## src/rtl/serial_word_collector.sv

```systemverilog
// Bit-serial to parallel collector for the negator's LSB-first output stream.
// Assembles WIDTH-bit words and presents them with a one-cycle Valid strobe plus sign/zero/overrun status.
module serial_word_collector #(
    parameter int unsigned WIDTH = 8,
    parameter int unsigned CW    = 6
) (
    input  logic             CLK,
    input  logic             Reset,
    input  logic             En,
    input  logic             Start,
    input  logic             D,
    output logic [WIDTH-1:0] Q,
    output logic             Valid,
    output logic             Busy,
    output logic             Neg,
    output logic             Zero,
    output logic             Ovr
);

    typedef enum logic [1:0] {
        IDLE  = 2'd0,
        SHIFT = 2'd1,
        DONE  = 2'd2
    } state_t;

    state_t           state, state_n;
    logic [WIDTH-1:0] shift_q, shift_n;
    logic [CW-1:0]    count, count_n;
    logic [WIDTH-1:0] q_n;
    logic             valid_n;
    logic             busy_n;
    logic             neg_n;
    logic             zero_n;
    logic             ovr_n;
    logic [WIDTH-1:0] word_c;

    // Incoming bit enters at the top so the first bit received settles in bit 0.
    assign word_c = {D, shift_q[WIDTH-1:1]};

    // State and output registers.
    always_ff @(posedge CLK) begin
        if (Reset) begin
            state   <= IDLE;
            shift_q <= '0;
            count   <= '0;
            Q       <= '0;
            Valid   <= 1'b0;
            Busy    <= 1'b0;
            Neg     <= 1'b0;
            Zero    <= 1'b1;
            Ovr     <= 1'b0;
        end else begin
            state   <= state_n;
            shift_q <= shift_n;
            count   <= count_n;
            Q       <= q_n;
            Valid   <= valid_n;
            Busy    <= busy_n;
            Neg     <= neg_n;
            Zero    <= zero_n;
            Ovr     <= ovr_n;
        end
    end

    // Next-state and next-output logic; Start overrides everything in every state.
    always_comb begin
        state_n = state;
        shift_n = shift_q;
        count_n = count;
        q_n     = Q;
        valid_n = 1'b0;
        neg_n   = Neg;
        zero_n  = Zero;
        ovr_n   = Ovr;

        if (Start) begin
            shift_n = '0;
            count_n = '0;
            ovr_n   = 1'b0;
            state_n = SHIFT;
        end else begin
            case (state)
                SHIFT: begin
                    if (En) begin
                        shift_n = word_c;
                        count_n = count + CW'(1);
                        if (count == CW'(WIDTH - 1)) begin
                            q_n     = word_c;
                            neg_n   = word_c[WIDTH-1];
                            zero_n  = (word_c == '0);
                            valid_n = 1'b1;
                            state_n = DONE;
                        end
                    end
                end
                DONE: begin
                    // Late bits are dropped but remembered as an overrun.
                    if (En) begin
                        ovr_n = 1'b1;
                    end
                end
                default: begin
                    state_n = state;
                end
            endcase
        end

        busy_n = (state_n == SHIFT);
    end

endmodule
```

## config.mk

```make
export PLATFORM = sky130hd
export DESIGN_NAME = serial_word_collector
export DESIGN_NICKNAME = d
export VERILOG_FILES = /design/src/rtl/serial_word_collector.sv
export SDC_FILE = /design/constraint.sdc
export NUM_CORES = 1
export LEC_CHECK = 0
export ABC_AREA = 1
export ABC_CLOCK_PERIOD_IN_PS = 3100
export CAP_MARGIN = 10
export CORE_UTILIZATION = 25
export DETAILED_ROUTE_END_ITERATION = 8
export GPL_TIMING_DRIVEN = 1
export SKIP_CTS_REPAIR_TIMING = 1
export SYNTH_ARGS = -nofsm -noshare
export SYNTH_HDL_FRONTEND = slang
export SYNTH_SLANG_ARGS = --single-unit
export TNS_END_PERCENT = 10
```

## constraint.sdc

```tcl
create_clock -name CLK -period 3.1 [get_ports CLK]
set_input_delay 0.93 -clock CLK [delete_from_list [all_inputs] [get_ports CLK]]
set_output_delay 0.93 -clock CLK [all_outputs]
set_load 0.02 [all_outputs]
```

### After elaboration in Yosys (flattened, before gate mapping)

Cells that the tools add are included.

* register bits after elaboration: 29
* output and inout port bits: 13

* muxes and demuxes: 5
* add/subtract/negate cells: 1
* bitwise gates (word level): 3
* eq/ne operators: 4
* reductions and logical operators: 6

Operator list (count)
* 8-bit logical NOT: 1
* 2-bit 2-to-1 mux: 4
* 6-bit by 1-bit adder with 6-bit output, second input constant: 1
* 6-bit by 3-bit equality test with 1-bit output, second input constant: 1
* 2-bit by 1-bit equality test with 1-bit output, second input constant: 2
* 2-bit AND reduction: 2
* 4-bit AND reduction: 1
* 4-bit OR reduction: 1
* 1-bit inverter: 3
* 2-bit equality test, second input constant: 1
* 2-bit OR reduction: 1
* 1-bit 2-to-1 mux: 1

### Depth between registers and ports, before layout

* depth after elaboration: 6
* depth in mapped cells: 8
* depth with buffers taken out: 8

### Worst setup path before layout

No wires, ideal clock.

* path kind: input to register
* from: in Start
* to: reg Q[7]
* cell stages on the path: 6
* arrival: 1529 ps
* path buffers: 0
* slack: 1456 ps
* data required time: 2985 ps
* setup time: 115 ps
* path through: inv_1 > nand2_1 > nor2_2 > nand3_2 > nand3_1 > nand2_1

* cells in the longest elaborated chain, start to end: 2

Ends and longest elaborated chain
* from (decl): line 10 `input logic Start,`
* 1-bit inverter (no line)
* 4-bit AND reduction (no line)
* to (signal assigned): line 56 `Q <= q_n;`
* to (decl): line 12 `output logic [WIDTH-1:0] Q,`

Every way passes these cells.
A chain may end at the register's enable or synchronous reset.

### Worst setup path in the final report

* from: reg Q[7]
* to: out Q[7]

No word-level cell between the ends.

==> results <==
- After global routing the overflow that remains totals 0.
- The highest routing layer actually used is met4.
- Across all layers, the routed design uses ~960 vias.
- The global-route wire length before repair is approximately 3700 um.
- Along the worst path, the maximum fanout reaches 3.
- In the final design database the tool counted 175 nets.
- The number of cell rows is 24.
- Hold is met by 0.4760 ns.
- On the final layout, the worst clock skew is 0.01089 ns.
- The total number of H-tree levels is 1.
- The horizontal die dimension is around 71 um.
- Of the post-synthesis cell area, the dominant cell type holds a little under half.
- In this run the remaining antenna-violating nets after routing total 0.
- The post-synth net total is ~160.
- The via count of the first global-routing pass is 877.
- The analysis attributes to net switching a power of 0.0001402 W.
- For this configuration, the core starts out at a cell density of 26.55%.
- The sequential fraction of the synthesis area is 45.81%.
- The clock drives 27 sinks.
- Cells with a size suffix above 1 make up about a tenth of the layout.
- The netlist uses 27 different library cells.
- The die covers roughly 5000 um^2.
- The number of buffers and inverters on the critical path is 1.
- The leakage component of the power is 0.5420 nW.
- Data arrives at the worst endpoint at 1.26 ns.
- The family with the most delay on the worst path is buffers and inverters.
- The synthesized netlist occupies a cell area of 1180 um^2.
- TritonCTS built the clock tree.
- Of the total power, the clock network draws 34.0%.
- STA classifies the critical path startpoint as a register.
- The wire length after detailed routing is around 2200 um.
- The met3 wirelength from detailed routing is 52 um.
- The checks that failed: DRC.
- The DRC violation count after routing is 2.
- Among all flip-flop cells after synthesis, the most frequent one is dfxtp_1.
- The standard cell with the maximum stage delay on the critical path is clkdlybuf4s50_1.
- The timing-limited maximum frequency is 457.2 MHz.
- In the global route stage, overall resource usage came out at under 10%.
- In the post-synthesis netlist, the biggest area contributors are dfxtp_1 46%, nor2_1 8.6%, nand2_1 7.6%, a21oi_1 5.1%, inv_1 4.8%.
- The boundary pin count is 18.
- The number of standard cells in the final layout excluding fillers is 220.
- Per report_power, the combinational group accounts for under 10% of the total.
- From bottom edge to top edge, the die measures approximately 71 um.
- The kind of critical path is register to primary output.
- The number of DRC violations after detailed-routing iteration 0 is 58.
- Once detailed placement completed, the half-perimeter wirelength came to between 1500 and 2000 um.
- Counting every instance in the synthesized netlist gives 150.
- The weighted congestion reported at the end of routability-driven placement is ~0.74.
- In this run switching power makes up roughly a quarter of total power.
- Headroom to the max-slew limit came out at 66.31%.
- Yosys printed 0 warnings.
- The wire length the detailed router placed on met1 is about 1000 um.
- The largest area contributor in the netlist is dfxtp_1.
- The number of antenna diodes in the final layout is 0.
- The total area inside the core boundary comes to 4444 um^2.
- The type of the tightest min-delay check is register to register.
- The number of synthesized register bits is 27.
- The type of destination of the critical path is a primary output.
- The met2 routed wirelength is 1013 um.
- The count of endpoints failing hold in the final timing report was 0.
- Clock-pin slew was measured on the worst setup and hold paths at 0.10 ns.
- Sequential cells burn 59.2% of the power.
- During placement, the flow inserted port buffers numbering 17.
- The fraction of registers with async set or reset after synthesis is 0%.
- The pin count of the biggest net entering global routing is 22.
- The post-placement cell count is ~220.
- The deepest clock path buffer count is 2.
- The initial antenna violation count came to 0.
- For this run, the slowest stage of the critical path takes 0.61 ns.
- The flow ran to the end, but the final reports show violations.
- For the pin with the worst max-slew slack, the measured transition is 0.5047 ns.
- Buffers inserted during clock tree synthesis total 3.
- By count the netlist is led by 27 x dfxtp_1, 27 x nor2_1, 24 x nand2_1.
- The worst endpoint required time is 2.17 ns.
- The cell at the root of the clock tree is clkbuf_8.
- The via density per instance is 4.368.
- Across the run, the number of max-cap violations was 0.
- After detailed routing, the average wire length per cell comes to 9.868 um.
- The number of synthesized flops with an enable pin is 0.
- Cell internal power was estimated by the tool at 0.0004584 W.
- After synthesis, the mean cell area works out to 7.866 um^2.
- The clock period could shrink to between 2 and 2.5 ns.
- Setup repair after global routing left no endpoint under its margin.
- After routing, the total negative slack on setup checks comes to 0 ns.
- Setup violations remaining at the end of the flow were counted as 0.
- For this run, the detailed router's first-pass iteration total came to 6.
- The critical path goes through clkdlybuf4s50_1.
- The number of max-slew violations in the final report is 0.
- The area growth from synthesis to layout is 21.95%.
- Across the VDD grid, the largest voltage drop is 166.5 uV.
- Of the available clock period, the critical path in the final layout requires a little over two thirds.
- The clock reaches the later pin of the worst-skew pair after 0.28 ns.
- For this design the ratio of total power to cell area is 416.0 nW/um^2.
[cell families after synthesis]
logic type,after synthesis,share of synthesized area (%)
buffers and inverters,23,8.482
xor gates and xnor gates,1,0.7424
DFF,27,45.81
AOI/OAI and AO/OA,23,9.862
and+or+nand+nor,75,34.04
adders and majority gates,1,1.060
[cell type report]
type / instances / area [um^2]
fillers: 466 / 3005
flip-flops and latches: 27 / 540.5
multi-input cells: 100 / 539.3
repair buffers: 18 / 177.7
inverters: 19 / 71.32
well taps: 52 / 65.06
clock buffers: 4 / 45.04
[power by group through the flow]
stage / Sequential (W) / Combinational [W] / Clock (W)
final: 0.000354 / 0.0000406 / 0.000203
after global routing: 0.000355 / 0.0000452 / 0.000215
after CTS: 0.000354 / 0.0000405 / 0.000209
after detailed placement: 0.000362 / 0.0000405 / 0
after global placement: 0.000362 / 0.0000401 / 0
after floorplan: 0.000363 / 0.0000262 / 0
[final timing paths]
check	start	depth (start not counted)	slack, ns	end
worst max register to register	state[1]	6	1.71	count[4]
worst min register to register	shift_q[1]	2	0.48	shift_q[1]
worst max-delay path	Q[7]	1	0.91	Q[7]
worst min-delay path	shift_q[1]	2	0.48	shift_q[1]
[flip-flops by register name (all words and copies together) (netlist names)]
signal   count
Busy         1
state        2
Q            8
Ovr          1
Valid        1
shift_q      7
count        6
Zero         1
[layer usage]
layer	vias up	track usage (%)
met4	0	6.000
met5	-	0
met2	19	16.35
li1	521	-
met1	416	11.27
met3	5	0.4274
[stage by stage]
step	utilization [%]	area, um^2	power, W	setup WS, ns
final	32.38	1439	0.0005985	0.9128
after global routing	32.38	1439	0.0006152	0.8041
after global placement	31.36	1394	0.0004026	0.6766
after floorplan	-	1180	0.0003893	1.456
after CTS	32.38	1439	0.0006036	0.9086
after detailed placement	31.36	1394	0.0004029	0.6097
[layout by cell type (no fill, tap or decap), types with 2 or more instances in the layout]
cell type / synthesis / layout
dfxtp_1: 27 / 27
nor2_4: 2 / 2
nand4_1: 8 / 8
nand3_2: 2 / 2
o21ai_1: 3 / 3
o21ai_0: 7 / 7
nor2_1: 27 / 27
nand2_1: 24 / 24
inv_1: 15 / 15
nand3_1: 4 / 4
clkdlybuf4s50_1: 0 / 17
clkbuf_8: 0 / 3
nor2_8: 2 / 2
inv_2: 3 / 3
a21oi_1: 12 / 12
(Power assumes the default switching activity.)
